===== src/rtl/encoder8to3_queue.sv =====
// Sticky 8-request collector emitting one 3-bit index per valid/ready handshake in fixed priority.
// Latency: request to out_valid is 2 edges; back-to-back emission with ready held high.
module encoder8to3_queue #(
  parameter bit MSB_FIRST = 1'b0
) (
  input  logic       clk,
  input  logic       rst_n,
  input  logic       en_i,
  input  logic [7:0] in_i,
  output logic [2:0] out_o,
  output logic       out_valid_o,
  input  logic       ready_i,
  output logic [7:0] pending_o,
  output logic       busy_o
);

  typedef enum logic {EMPTY = 1'b0, FULL = 1'b1} state_t;

  state_t     state_q, state_d;
  logic [7:0] pending_q, pending_d;
  logic [2:0] out_q, out_d;
  logic [2:0] sel_idx;
  logic       load;
  logic [7:0] clr_mask;

  always_ff @(posedge clk or negedge rst_n) begin
    if (!rst_n) begin
      state_q   <= EMPTY;
      pending_q <= 8'h00;
      out_q     <= 3'b000;
    end else begin
      state_q   <= state_d;
      pending_q <= pending_d;
      out_q     <= out_d;
    end
  end

  // Selection looks only at the registered pending set; later loop iterations win.
  always_comb begin
    sel_idx = 3'd0;
    if (MSB_FIRST) begin
      for (int i = 0; i < 8; i++) begin
        if (pending_q[i]) sel_idx = 3'(i);
      end
    end else begin
      for (int i = 7; i >= 0; i--) begin
        if (pending_q[i]) sel_idx = 3'(i);
      end
    end
  end

  always_comb begin
    load      = ((state_q == EMPTY) || ready_i) && (pending_q != 8'h00);
    clr_mask  = load ? (8'b0000_0001 << sel_idx) : 8'h00;
    // A new request on the bit being loaded survives the clear: it is a fresh request.
    pending_d = (pending_q & ~clr_mask) | (en_i ? in_i : 8'h00);
    out_d     = load ? sel_idx : out_q;
    state_d   = state_q;
    case (state_q)
      EMPTY:   if (load) state_d = FULL;
      FULL:    if (ready_i) state_d = load ? FULL : EMPTY;
      default: state_d = EMPTY;
    endcase
  end

  always_comb begin
    out_o       = out_q;
    out_valid_o = (state_q == FULL);
    pending_o   = pending_q;
    busy_o      = (pending_q != 8'h00) || (state_q == FULL);
  end

endmodule

===== config.mk =====
export PLATFORM = sky130hd
export DESIGN_NAME = encoder8to3_queue
export DESIGN_NICKNAME = d
export VERILOG_FILES = /design/src/rtl/encoder8to3_queue.sv
export SDC_FILE = /design/constraint.sdc
export NUM_CORES = 1
export LEC_CHECK = 0
export ABC_AREA = 1
export CAP_MARGIN = 20
export CORE_MARGIN = 1
export CORE_UTILIZATION = 39
export CTS_BUF_LIST = sky130_fd_sc_hd__clkbuf_2
export CTS_CLUSTER_DIAMETER = 150
export DETAILED_ROUTE_END_ITERATION = 12
export PLACE_DENSITY = 0.73
export SLEW_MARGIN = 20
export SYNTH_ARGS = -nofsm -noshare
export SYNTH_HDL_FRONTEND = slang
export SYNTH_SLANG_ARGS = --single-unit

===== constraint.sdc =====
create_clock -name clk -period 1.5 [get_ports clk]
set_clock_uncertainty 0.2 [all_clocks]
set_input_delay 0.45 -clock clk [delete_from_list [all_inputs] [get_ports clk]]
set_output_delay 0.45 -clock clk [all_outputs]
set_load 0.005 [all_outputs]

==> impl_metrics.yaml <==
sta:
  worst_pin_slew_ns: 0.170
  relSlewSlack_pct: 88.6
  post-route-period-util_pct: 134
  finalSetupViolCount: 19
  hold_violations: 0
  post-route-min-period_ns: 2.02
  fin_hold_ws_ns: 0.238
  fin_ws_ns: -0.517
  fmax_ghz: 0.496
  maxSlewViolCount: 0
  rsz0062_at_grt: "true"
cts:
  insertion_delay_ns: 0.30
  cts_buffer_depth: 2
  root_buffer: "clkbuf_2"
  cts_max_level: 1
  cts_buffers: 3
  postCtsHoldBufs: 0
  path_clk_slew_ns: 0.13
  cts_tree: "yes"
  cts.sinks: 12
logic_synthesis:
  ys.warnings.count: 0
  synth.avg_cell_area_um2: 7.49
  ys_seq_elements: 12
  synth-compound-area-share_pct: 6.36
  synth_fa_ha_area_share_pct: 0
  synth.area.mux_share_pct: 0
  syn_nets: 96
  synth_top_family_by_area: "simple AND/OR/NAND/NOR gates"
  yosys.area_share.simple_pct: 37.4
  synth_seq_area_share_pct: 47.7
  syn-cell-area_um2: 629
  ys_types: 17
  netlist_instances: 84
  synth_xor_area_share_pct: 0
placement:
  place_congestion: 0.749
  dp_hpwl_um: 1240
  place_ws_ns: -0.495
  io_buffers: 24
run_status:
  status: "finished, violations left"
  violations: "setup timing"
finish:
  diodes: 0
  fillerInstances: 97
  drive_gt1_share_pct: 51.7
  synthToLayoutAreaGrowth_pct: 101
  mostFrequentLayoutCells: "nand2_1 (30), buf_6 (23), buf_4 (19), dfrtp_1 (12), clkdlybuf4s50_1 (11)"
  mostFrequentLayoutCell: "nand2_1"
  final_nets: 160
drt:
  wl_met3_um: 113
  wl_met2_um: 1180
  firstDrtPassIters: 6
  vias: 817
  totalWireLength_um: 2250
  drcViolationCount: 0
  antenna_left: 0
  via_per_inst: 5.01
  wl_met1_um: 892
  highest_layer: "met4"
  drtIter0Drc: 16
  post_drt_wl_per_cell_um: 13.8
worst_setup_path:
  crit_type: "reg2out"
  crit_path_end_kind: "primary output"
  reg2reg_setup_slack_ns: -0.46
  required_ns: 0.85
  path_max_fanout: 2
  arrival_ns: 1.37
  startpoint_type: "flop"
global_routing:
  track_usage_pct: 22.9
  grt_max_degree: 13
  grt_pass1_vias: 735
  antenna_found_initial: 0
  grt_first_pass_wirelength_um: 3010
  grt.overflow.total: 0
floorplanning:
  std_cell_rows: 14
  fp.dieH_um: 42.2
  die_x_um: 42.2
  die_area_um2: 1780
  core_area_um2: 1510
  io_pins: 25
  initial_core_util_pct: 41.8
pwr:
  leakagePower_nw: 0.674
  peakVddDrop_uv: 707
  p_per_area_nw_per_um2: 738
min_path:
  hp-class: "in2async"
run:
  max_cap_violations: 0
## Yosys cell counts
cell,number,area [um^2]
nand2_1,38,143
dfrtp_1,12,300
inv_1,11,41.3
o21ai_0,4,20.0
nor2_2,3,18.8
nand2_2,2,12.5
nand3_1,2,10.0
nand4_1,2,12.5
nor2_1,2,7.51
a21boi_2,1,11.3
a22o_1,1,8.76
clkbuf_1,1,3.75
clkinv_2,1,5.00
inv_2,1,3.75
nand3_2,1,10.0
nor2_4,1,11.3
nor3_2,1,10.0
## kinds of logic (layout without fill, tap and decap cells)
group | count (synthesis) | in the layout
simple gates | 52 | 52
buf+inv | 14 | 77
flops | 12 | 12
compound gates | 6 | 6
## layer usage
layer  vias to the layer above  global-route usage (%)
li1                        383                       -
met1                       390                    25.8
met2                        35                    41.8
met3                         9                    3.02
met4                         0                    10.6
met5                         -                       0
## per-stage QoR
stage	cells	total power [W]	TNS (ns)	area, um^2	utilization (%)
2_1_floorplan	84	0.000474	-0.0507	636	-
3_3_place_gp	142	0.000652	-3.74	1030	68.7
6_report	163	0.000934	-4.61	1270	84.1
5_1_grt	163	0.000978	-5.87	1270	84.1
4_1_cts	156	0.000881	-2.98	1180	78.4
3_5_place_dp	142	0.000663	-4.11	1030	68.7
## timing repair
action / 4_1_cts / 5_1_grt
pin swaps: 13 / 10
endpoints found under the hold margin: 0 / 0
setup endpoints to repair: 18 / 19
gates resized for setup: 78 / 16
buffers inserted: 14 / 10
gates cloned: 0 / 0
## layout make-up
type | instances | area [um^2] | area share, %
repair buffers | 60 | 547 | 43.2
inverters | 13 | 50.0 | 3.95
clock inverters | 1 | 3.75 | 0.296
clock buffers | 3 | 15.0 | 1.19
flip-flops and latches | 12 | 300 | 23.7
multi-input cells | 58 | 330 | 26.1
well taps | 16 | 20.0 | 1.58
## critical path: stages (launching register included)
cell	delay, ns
dfrtp_1	0.42
buf_6	0.13
nor3_4	0.20
nand2_2	0.10
inv_2	0.07
nand2_2	0.03
buf_2	0.11
## power by group
part | internal, W | switching (W) | total (W) | leakage, nW
clock | 0.0000578 | 0.000127 | 0.000185 | 0.0140
sequential | 0.000354 | 0.0000242 | 0.000379 | 0.126
combinational | 0.000209 | 0.000161 | 0.000370 | 0.535
## registers in the layout (all words and copies together) (netlist names)
signal       flops
out_valid_o      1
pending_o        8
out_o            3
## worst paths after layout
| path | from | depth (start not counted) | endpoint |
|---|---|---|---|
| worst max-delay path | pending_o[4] | 6 | busy_o |
| worst min-delay path | rst_n | 2 | out_valid_o |
| worst max register to register | pending_o[4] | 12 | out_o[0] |
| worst min register to register | out_o[2] | 2 | out_o[2] |
| max in group asynchronous | rst_n | 2 | pending_o[2] |
| min in group clk | out_o[2] | 2 | out_o[2] |
Power figures use the tool's default switching activity.
